===== config.mk =====
export PLATFORM = sky130hd
export DESIGN_NAME = hs_rr_merge_flat
export DESIGN_NICKNAME = d
export VERILOG_FILES = /design/src/rtl/hs_pkg.sv /design/src/rtl/hs_rr_merge_if.sv /design/src/rtl/hs_sync.sv /design/src/rtl/hs_rr_merge.sv /design/src/flat_wrapper.sv
export SDC_FILE = /design/constraint.sdc
export NUM_CORES = 1
export LEC_CHECK = 0
export ABC_AREA = 0
export CELL_PAD_IN_SITES_DETAIL_PLACEMENT = 1
export CELL_PAD_IN_SITES_GLOBAL_PLACEMENT = 1
export CORE_UTILIZATION = 40
export CTS_CLUSTER_DIAMETER = 50
export CTS_CLUSTER_SIZE = 24
export DETAILED_ROUTE_END_ITERATION = 12
export GPL_ROUTABILITY_DRIVEN = 0
export GPL_TIMING_DRIVEN = 0
export PLACE_DENSITY = 0.83
export SKIP_LAST_GASP = 1
export SLEW_MARGIN = 10
export SYNTH_ARGS = -nofsm -noshare
export SYNTH_HDL_FRONTEND = slang
export SYNTH_SLANG_ARGS = --single-unit

===== constraint.sdc =====
create_clock -name clk -period 2.08 [get_ports clk]
set_input_delay 0.208 -clock clk [delete_from_list [all_inputs] [get_ports clk]]
set_output_delay 0.208 -clock clk [all_outputs]
set_load 0.05 [all_outputs]

===== src/rtl/hs_pkg.sv =====
// Shared types and helpers for the handshake merge family.
// State encoding, select-width helper and protocol constants.
package hs_pkg;

  typedef enum logic [1:0] {
    IDLE,
    OUT_REQ,
    RELEASE
  } hs_state_e;

  localparam int HS_PHASES = 4;

  function automatic int sel_w(input int n);
    return (n > 1) ? $clog2(n) : 1;
  endfunction

endpackage


===== src/rtl/hs_rr_merge_if.sv =====
// Bundle of the N input channels, the output channel and the
// transfer counters of one round-robin merge.
interface hs_rr_merge_if #(
  parameter int N  = 4,
  parameter int W  = 1,
  parameter int CW = 8,
  parameter int SW = hs_pkg::sel_w(N)
);

  logic [N-1:0]   in_req;
  logic [N-1:0]   in_ack;
  logic [N*W-1:0] in_data;
  logic [N-1:0]   sink_mask;
  logic           out_req;
  logic           out_ack;
  logic [W-1:0]   out_data;
  logic [SW-1:0]  out_src;
  logic [CW-1:0]  fwd_count;
  logic [CW-1:0]  drop_count;

  modport master (
    output in_req, in_data, sink_mask, out_ack,
    input  in_ack, out_req, out_data, out_src,
    input  fwd_count, drop_count
  );

  modport slave (
    input  in_req, in_data, sink_mask, out_ack,
    output in_ack, out_req, out_data, out_src,
    output fwd_count, drop_count
  );

endinterface


===== src/rtl/hs_sync.sv =====
// Multi-bit flop synchroniser; STAGES=0 passes the input
// straight through.
module hs_sync #(
  parameter int WIDTH  = 1,
  parameter int STAGES = 2
) (
  input  logic             clk,
  input  logic             rst,
  input  logic [WIDTH-1:0] d_i,
  output logic [WIDTH-1:0] q_o
);

  if (STAGES == 0) begin : g_bypass
    assign q_o = d_i;
  end else begin : g_ff
    logic [WIDTH-1:0] sync_q [STAGES];

    always_ff @(posedge clk or posedge rst) begin
      if (rst) begin
        for (int i = 0; i < STAGES; i++)
          sync_q[i] <= '0;
      end else begin
        sync_q[0] <= d_i;
        for (int i = 1; i < STAGES; i++)
          sync_q[i] <= sync_q[i-1];
      end
    end

    assign q_o = sync_q[STAGES-1];
  end

endmodule


===== src/rtl/hs_rr_merge.sv =====
// N-to-1 four-phase round-robin merge with per-channel sink
// mask and forwarded/discarded transfer counters.
module hs_rr_merge
  import hs_pkg::*;
#(
  parameter int N           = 4,
  parameter int W           = 1,
  parameter int SYNC_STAGES = 2,
  parameter int CW          = 8
) (
  input logic         clk,
  input logic         rst,
  hs_rr_merge_if.slave bus
);

  localparam int SW = sel_w(N);

  logic [N-1:0] req_s;
  logic         ack_s;

  hs_sync #(
    .WIDTH (N),
    .STAGES(SYNC_STAGES)
  ) u_req_sync (
    .clk(clk),
    .rst(rst),
    .d_i(bus.in_req),
    .q_o(req_s)
  );

  hs_sync #(
    .WIDTH (1),
    .STAGES(SYNC_STAGES)
  ) u_ack_sync (
    .clk(clk),
    .rst(rst),
    .d_i(bus.out_ack),
    .q_o(ack_s)
  );

  hs_state_e     state_q;
  logic [SW-1:0] ptr_q;
  logic [SW-1:0] sel_q;
  logic          drop_q;
  logic [N-1:0]  in_ack_q;
  logic          out_req_q;
  logic [W-1:0]  out_data_q;
  logic [SW-1:0] out_src_q;
  logic [CW-1:0] fwd_q;
  logic [CW-1:0] drop_cnt_q;

  logic [SW-1:0] win;
  logic          any;
  logic [SW-1:0] nxt;

  // Scan downward so the nearest set bit above ptr wins last.
  always_comb begin
    int idx;
    idx = 0;
    win = '0;
    any = 1'b0;
    for (int k = N - 1; k >= 0; k--) begin
      idx = int'(ptr_q) + k;
      if (idx >= N) idx = idx - N;
      if (req_s[idx]) begin
        win = SW'(idx);
        any = 1'b1;
      end
    end
  end

  assign nxt = (sel_q == SW'(N - 1)) ? '0 : sel_q + 1'b1;

  always_ff @(posedge clk or posedge rst) begin
    if (rst) begin
      state_q    <= IDLE;
      ptr_q      <= '0;
      sel_q      <= '0;
      drop_q     <= 1'b0;
      in_ack_q   <= '0;
      out_req_q  <= 1'b0;
      out_data_q <= '0;
      out_src_q  <= '0;
      fwd_q      <= '0;
      drop_cnt_q <= '0;
    end else begin
      unique case (state_q)
        IDLE: begin
          if (any) begin
            out_data_q <= bus.in_data[int'(win)*W +: W];
            out_src_q  <= win;
            sel_q      <= win;
            drop_q     <= bus.sink_mask[win];
            if (bus.sink_mask[win]) begin
              in_ack_q[win] <= 1'b1;
              state_q       <= RELEASE;
            end else begin
              out_req_q <= 1'b1;
              state_q   <= OUT_REQ;
            end
          end
        end
        OUT_REQ: begin
          if (ack_s) begin
            out_req_q       <= 1'b0;
            in_ack_q[sel_q] <= 1'b1;
            state_q         <= RELEASE;
          end
        end
        RELEASE: begin
          if (!req_s[sel_q] && (drop_q || !ack_s)) begin
            in_ack_q <= '0;
            ptr_q    <= nxt;
            if (drop_q) drop_cnt_q <= drop_cnt_q + 1'b1;
            else        fwd_q      <= fwd_q + 1'b1;
            state_q  <= IDLE;
          end
        end
        default: state_q <= IDLE;
      endcase
    end
  end

  assign bus.in_ack     = in_ack_q;
  assign bus.out_req    = out_req_q;
  assign bus.out_data   = out_data_q;
  assign bus.out_src    = out_src_q;
  assign bus.fwd_count  = fwd_q;
  assign bus.drop_count = drop_cnt_q;

endmodule


===== src/flat_wrapper.sv =====
// flat-port wrapper written by rule: the top's interface ports become plain ports
module hs_rr_merge_flat import hs_pkg::*;
#(
  parameter int N           = 4,
  parameter int W           = 1,
  parameter int SYNC_STAGES = 2,
  parameter int CW          = 8
)
  (clk, rst, bus_in_req, bus_in_data, bus_sink_mask, bus_out_ack, bus_in_ack, bus_out_req, bus_out_data, bus_out_src, bus_fwd_count, bus_drop_count);
  hs_rr_merge_if #(.N(N), .W(W), .CW(CW)) bus_i ();
  input logic clk;
  input logic rst;
  input wire logic [$bits(bus_i.in_req)-1:0] bus_in_req;
  input wire logic [$bits(bus_i.in_data)-1:0] bus_in_data;
  input wire logic [$bits(bus_i.sink_mask)-1:0] bus_sink_mask;
  input wire logic [$bits(bus_i.out_ack)-1:0] bus_out_ack;
  output wire logic [$bits(bus_i.in_ack)-1:0] bus_in_ack;
  output wire logic [$bits(bus_i.out_req)-1:0] bus_out_req;
  output wire logic [$bits(bus_i.out_data)-1:0] bus_out_data;
  output wire logic [$bits(bus_i.out_src)-1:0] bus_out_src;
  output wire logic [$bits(bus_i.fwd_count)-1:0] bus_fwd_count;
  output wire logic [$bits(bus_i.drop_count)-1:0] bus_drop_count;
  assign bus_i.in_req = bus_in_req;
  assign bus_i.in_data = bus_in_data;
  assign bus_i.sink_mask = bus_sink_mask;
  assign bus_i.out_ack = bus_out_ack;
  assign bus_in_ack = bus_i.in_ack;
  assign bus_out_req = bus_i.out_req;
  assign bus_out_data = bus_i.out_data;
  assign bus_out_src = bus_i.out_src;
  assign bus_fwd_count = bus_i.fwd_count;
  assign bus_drop_count = bus_i.drop_count;
  hs_rr_merge #(.N(N), .W(W), .SYNC_STAGES(SYNC_STAGES), .CW(CW)) u_core (.clk(clk), .rst(rst), .bus(bus_i));
endmodule

==> impl_metrics.tcl, run 1 <==
set metrics [dict create \
    ios 39 \
    area_growth_pct 29.8 \
    dp.cells 261 \
    synth_top_cell_area_share_pct 50.5 \
    ir_drop_mv 0.900 \
    yosys_register_bits 39 \
    die_w_microns 71.5 \
    numClockSinks 39 \
    timing.final.setup_violations 0 \
    hold_class "register to register" \
    status "completed" \
    overflow 0 \
    hold_end "u_core.u_req_sync.q_o[3]" \
    r2r_start "u_core.u_req_sync.q_o[2]" \
    first_pass_iters 4 \
    finClkSkew_ns 0.0135 \
    grt_use_met3_pct 4.92 \
    antenna_found_initial 0 \
    synthCells 171 \
    post-route-drc-count 0 \
    drt_iter0_drc 76 \
    rrSetupSlack_ns 0.07 \
    leakagePower_nw 1.11 \
    reg2regPathDepth 7 \
    grt_pass1_wl_mm 7.67 \
    synth_top_cell_by_area "dfrtp_1" \
    grt_busiest_layer "met2" \
    drv_slew 0 \
    worstPathRequired_ns 2.28 \
    syn_nets 195 \
    path_max_fanout 8 \
    rows 24 \
    post-route-period-util_pct 96.6 \
    drive_above_1_share_pct 14.2 \
    initial_core_util_pct 42.9 \
    slew_headroom_pct 45.7 \
    clockRootBuffer "clkbuf_8" \
    cp-start-kind "register" \
    holdPathStages 0 \
    drv_cap 0 \
    clkTransAtPathRegs_ns 0.08 \
    numCtsBuffers 5 \
    seq_area_frac_synth_pct 50.5 \
    wl_per_cell_microns 17.1 \
    cts_tree "yes" \
    min_from "u_core.u_req_sync.g_ff.sync_q[7]" \
    synth.avg_cell_area_sq_um 11.3 \
    critPathCaptureType "register" \
    syn_area_sq_mm 0.00193 \
    ant_nets 0 \
    fp.dieH_microns 71.5 \
    postLayoutCellArea_sq_mm 0.00251 \
    dpl.hpwl_mm 3.43 \
    yosysWarnings 0 \
    ys_types 43 \
    grt_use_total_pct 19.6 \
    met2_usage_pct 34.2 \
    max_freq_ghz 0.498 \
    worst_slew_pin_slew_ns 0.813 \
    finalHoldViolations 0 \
    worst_hold_slack_ns 0.345 \
    clk_latency_ns 0.30 \
    coreArea_sq_mm 0.00450 \
    crit_arrival_ns 2.21 \
    cts_buffer_depth 2 \
    layout.cells.non_filler 271 \
    fin_util_pct 55.7 \
    path_class "register to register" \
    routed_wl_mm 4.62 \
    rsz0062_at_grt "yes" \
    synth_area_leaders "dfrtp_1, ha_1, xnor2_1" \
    startpoint "u_core.u_req_sync.q_o[2]" \
    num_vias 1473 \
    antenna_cells 0 \
    cellPowerDensity_mw_per_mm2 1400 \
    num-nets-final 242 \
    grt_max_degree 40 \
    met1_usage_pct 24.2 \
    finalSetupTns_ns 0 \
    drt-vias-per-instance 5.44 \
    grt_pass1_vias 1615 \
    ctsHtreeMaxLevel 2 \
    fin_crit_ns 2.01 \
    place_area_sq_mm 0.00238 \
    design.die.area_sq_mm 0.00512 \
    timing.rr.end "u_core.bus.in_ack[1]" \
    portBuffers 38 \
]
[cell families after synthesis]
kind of cell,after synthesis,synth area share [%]
AOI/OAI and AO/OA,36,15.1
muxes,8,5.05
adders and majority gates,9,5.82
and+or+nand+nor,54,15.0
buffers and inverters,11,2.20
xor gates and xnor gates,14,6.34
DFF,39,50.5
[repair_timing]
item                                    4_1_cts  5_1_grt
resized for setup                             3        8
endpoints found under the setup margin        5        7
pin swaps                                     1        1
hold buffers                                  0        0
buffers inserted                              1        1
[cell usage in the layout, fill, tap and decap left out, drive strengths merged, types with 5 or more instances in the layout]
cell	n
ha	9
dfrtp	39
nor2	8
clkdlybuf4s50	38
o31ai	5
nand3	7
inv	9
o21ai	9
clkbuf	8
nand2	19
xnor2	10
[area by class of cell]
type	count	area, sq um
Sequential cell	39	980
Tap cell	52	65.1
Clock inverter	1	5.00
Inverter	9	33.8
Timing Repair Buffer	40	395
Multi-Input combinational cell	121	943
Clock buffer	7	76.3
Fill cell	487	1990
Buffer	2	11.3
[through the flow]
| step | setup WS (ns) | power [mW] |
|---|---|---|
| 3_5_place_dp | -0.00773 | 2.99 |
| 5_1_grt | -0.0351 | 3.74 |
| 4_1_cts | 0.00685 | 3.51 |
| 2_1_floorplan | -0.0492 | 2.41 |
| 6_report | 0.0705 | 3.52 |
| 3_3_place_gp | 0.0247 | 2.89 |
[worst max path at each step]
| stage | slack, ns | end |
|---|---|---|
| after detailed placement | -0.008 | u_core.bus.fwd_count[7] |
| after CTS | 0.007 | u_core.bus.in_ack[1] |
| after global routing | -0.04 | u_core.bus.in_ack[3] |
| final | 0.07 | u_core.bus.in_ack[1] |
| after global placement | 0.02 | u_core.bus.fwd_count[7] |
| after floorplan | -0.05 | u_core.bus.fwd_count[7] |
[power breakdown]
group | internal [mW] | leakage, nW | switching, mW
sequential | 0.958 | 0.481 | 0.201
clock | 0.235 | 0.0422 | 0.261
combinational | 0.710 | 0.590 | 1.16
[state kept, by name, indices dropped and copies added, names as in the netlist, 2 cells and up]
signal	cells
u_core.bus.drop_count	8
u_core.ptr_q	2
u_core.u_req_sync.q_o	4
u_core.state_q	2
u_core.sel_q	2
u_core.bus.fwd_count	8
u_core.u_req_sync.g_ff.sync_q	4
u_core.bus.in_ack	4
[layer usage]
metal / wire length (microns) / up-vias
li1: - / 708
met1: 2090 / 730
met2: 2330 / 29
met3: 152 / 6
met4: 49 / 0
met5: 0 / -
[cell usage after synthesis (all sizes together)]
master,number
a211oi,3
a21o,1
a21oi,2
a221o,1
a221oi,1
a2bb2oi,4
a41o,1
and2,4
and3,1
and4,2
and4b,1
buf,1
clkbuf,1
dfrtp,39
ha,9
inv,9
mux2,4
mux2i,3
mux4,1
nand2,19
nand2b,1
nand3,7
nand4,3
nor2,8
nor2b,4
nor3,2
o211a,1
o21ai,9
o21ba,1
o21bai,1
o22ai,1
o2bb2ai,1
o311a,4
o31ai,5
or3,1
or4,1
xnor2,10
xor2,4
[worst max-delay path, cell delays in order (launching register included)]
cell	delay, ns
dfrtp_2	0.45
nor2b_2	0.18
nor2b_1	0.15
or3_1	0.35
buf_4	0.19
a211oi_4	0.24
o311a_1	0.19
a2bb2oi_1	0.17
(Power assumes the default switching activity.)
==> inputs of run 2 (changes only) <==
- CAP_MARGIN: unset -> 15
- MAX_ROUTING_LAYER: unset -> met4
==> run 2 against run 1 <==
Effect of this change: clock power up 0.8%; critical path type unchanged; worst setup slack worse by 0.0012 ns; via count unchanged; flip-flop and latch count unchanged; cell count unchanged; critical path depth unchanged; total power up 0.11%.
==> impl_metrics.tcl, run 2 (synthesized netlist as in run 1, its figures left out) <==
set metrics [dict create \
    layout.cells.non_filler 271 \
    timing.final.setup_violations 0 \
    rows 24 \
    dp.cells 261 \
    crit_chain "nor2b_2, nor2b_1, or3_1, buf_4, a211oi_4, o311a_1, a2bb2oi_1" \
    wl_per_cell_microns 17.1 \
    finClkSkew_ns 0.0138 \
    cts_tree "yes" \
    grt_max_degree 40 \
    dpl.hpwl_mm 3.43 \
    layout_common_cells "clkdlybuf4s50_1, dfrtp_1, nand2_1" \
    cts_buffer_depth 2 \
    post-route-period-util_pct 96.7 \
    critPathBufInv 1 \
    area_growth_pct 29.8 \
    cellPowerDensity_mw_per_mm2 1410 \
    routed_wl_mm 4.63 \
    numCtsBuffers 5 \
    cp-start-kind "register" \
    layout_commonest_cell "clkdlybuf4s50_1" \
    grt_use_total_pct 20.2 \
    worst_slew_pin_slew_ns 0.800 \
    numClockSinks 39 \
    ios 39 \
    drv_slew 0 \
    coreArea_sq_mm 0.00450 \
    drive_above_1_share_pct 14.2 \
    grt_pass1_wl_mm 7.68 \
    drt-vias-per-instance 5.44 \
    crit_arrival_ns 2.22 \
    fp.dieH_microns 71.5 \
    post-route-drc-count 0 \
    hold_class "register to register" \
    antenna_cells 0 \
    postLayoutCellArea_sq_mm 0.00251 \
    crit_family "simple AND/OR/NAND/NOR gates" \
    slew_headroom_pct 46.6 \
    initial_core_util_pct 42.9 \
    clockRootBuffer "clkbuf_8" \
    clkTransAtPathRegs_ns 0.08 \
    portBuffers 38 \
    path_class "register to register" \
    cp_slowest_cell "dfrtp_2" \
    antenna_found_initial 0 \
    num_vias 1473 \
    ant_nets 0 \
    fin_crit_ns 2.01 \
    design.die.area_sq_mm 0.00512 \
    leakagePower_nw 1.11 \
    worstPathRequired_ns 2.28 \
    overflow 0 \
    critPathCaptureType "register" \
    place_area_sq_mm 0.00238 \
    clk_latency_ns 0.30 \
    die_w_microns 71.5 \
    slowest_delay_ns 0.45 \
    num-nets-final 242 \
    grt_pass1_vias 1616 \
    drt_iter0_drc 66 \
    power_mw 3.53 \
    drv_cap 0 \
    status "completed" \
    fillerInstances 487 \
    path_max_fanout 8 \
    first_pass_iters 4 \
    ctsHtreeMaxLevel 2 \
    ir_drop_mv 0.903 \
    max_freq_ghz 0.497 \
    finalHoldViolations 0 \
    rsz0062_at_grt "yes" \
]
## run 2: cell counts in the layout (fill, tap and decap cells not counted)
Identical to the previous run, type by type.
## run 2: cell type report
type	count	area (sq um)	area share (%)
plain buffers	2	11.3	0.449
clock buffers	7	76.3	3.04
clock inverters	1	5.00	0.199
inverters	9	33.8	1.35
multi-input cells	121	943	37.6
flip-flops and latches	39	980	39.0
well taps	52	65.1	2.59
repair buffers	40	395	15.8
## run 2: report_power, final
group | internal [mW] | leakage (nW) | switching (mW)
clock | 0.236 | 0.0422 | 0.264
combinational | 0.710 | 0.590 | 1.16
sequential | 0.958 | 0.481 | 0.200
## run 2: path summary, 6_finish.rpt
| path | startpoint | endpoint | slack (ns) | cells after the start |
|---|---|---|---|---|
| worst max-delay path | u_core.u_req_sync.q_o[2] | u_core.bus.in_ack[1] | 0.07 | 7 |
| worst min-delay path | u_core.u_req_sync.g_ff.sync_q[5] | u_core.u_req_sync.q_o[1] | 0.35 | 0 |
| worst max register to register | u_core.u_req_sync.q_o[2] | u_core.bus.in_ack[1] | 0.07 | 7 |
| worst min register to register | u_core.u_req_sync.g_ff.sync_q[5] | u_core.u_req_sync.q_o[1] | 0.35 | 0 |
| max in group asynchronous | rst | u_core.sel_q[0] | 1.14 | 2 |
| min in group asynchronous | rst | u_core.ptr_q[0] | 0.38 | 2 |
## run 2: layer usage
| metal | routed length [microns] | vias up | global-route usage (%) |
|---|---|---|---|
| li1 | - | 708 | - |
| met1 | 2100 | 730 | 24.4 |
| met2 | 2340 | 29 | 34.2 |
| met3 | 141 | 6 | 4.64 |
| met4 | 49 | 0 | 5.88 |
| met5 | 0 | - | - |
## run 2: worst register-to-register path: cells and delay by family (launching register included)
| kind | cells | cell delay [ns] |
|---|---|---|
| compound gates | 3 | 0.60 |
| buf+inv | 1 | 0.19 |
| flops | 1 | 0.45 |
| simple gates | 3 | 0.68 |
## run 2: what timing repair did
item | 4_1_cts | 5_1_grt
endpoints found under the setup margin | 5 | 7
pin swaps | 1 | 1
resized for setup | 3 | 8
buffers inserted | 1 | 1
hold endpoints to repair | 0 | 0
hold buffers | 0 | 0
## run 2: per-stage QoR
stage / worst slack [ns] / util [%] / setup TNS, ns / hold WS [ns]
6_report: 0.0693 / 55.7 / 0 / 0.350
5_1_grt: -0.0351 / 55.7 / -0.0783 / 0.355
4_1_cts: 0.00685 / 55.1 / 0 / 0.346
3_5_place_dp: -0.00773 / 52.9 / -0.00773 / 0.338
3_3_place_gp: 0.0247 / 52.9 / 0 / 0.332
2_1_floorplan: -0.0492 / - / -0.0639 / 0.239
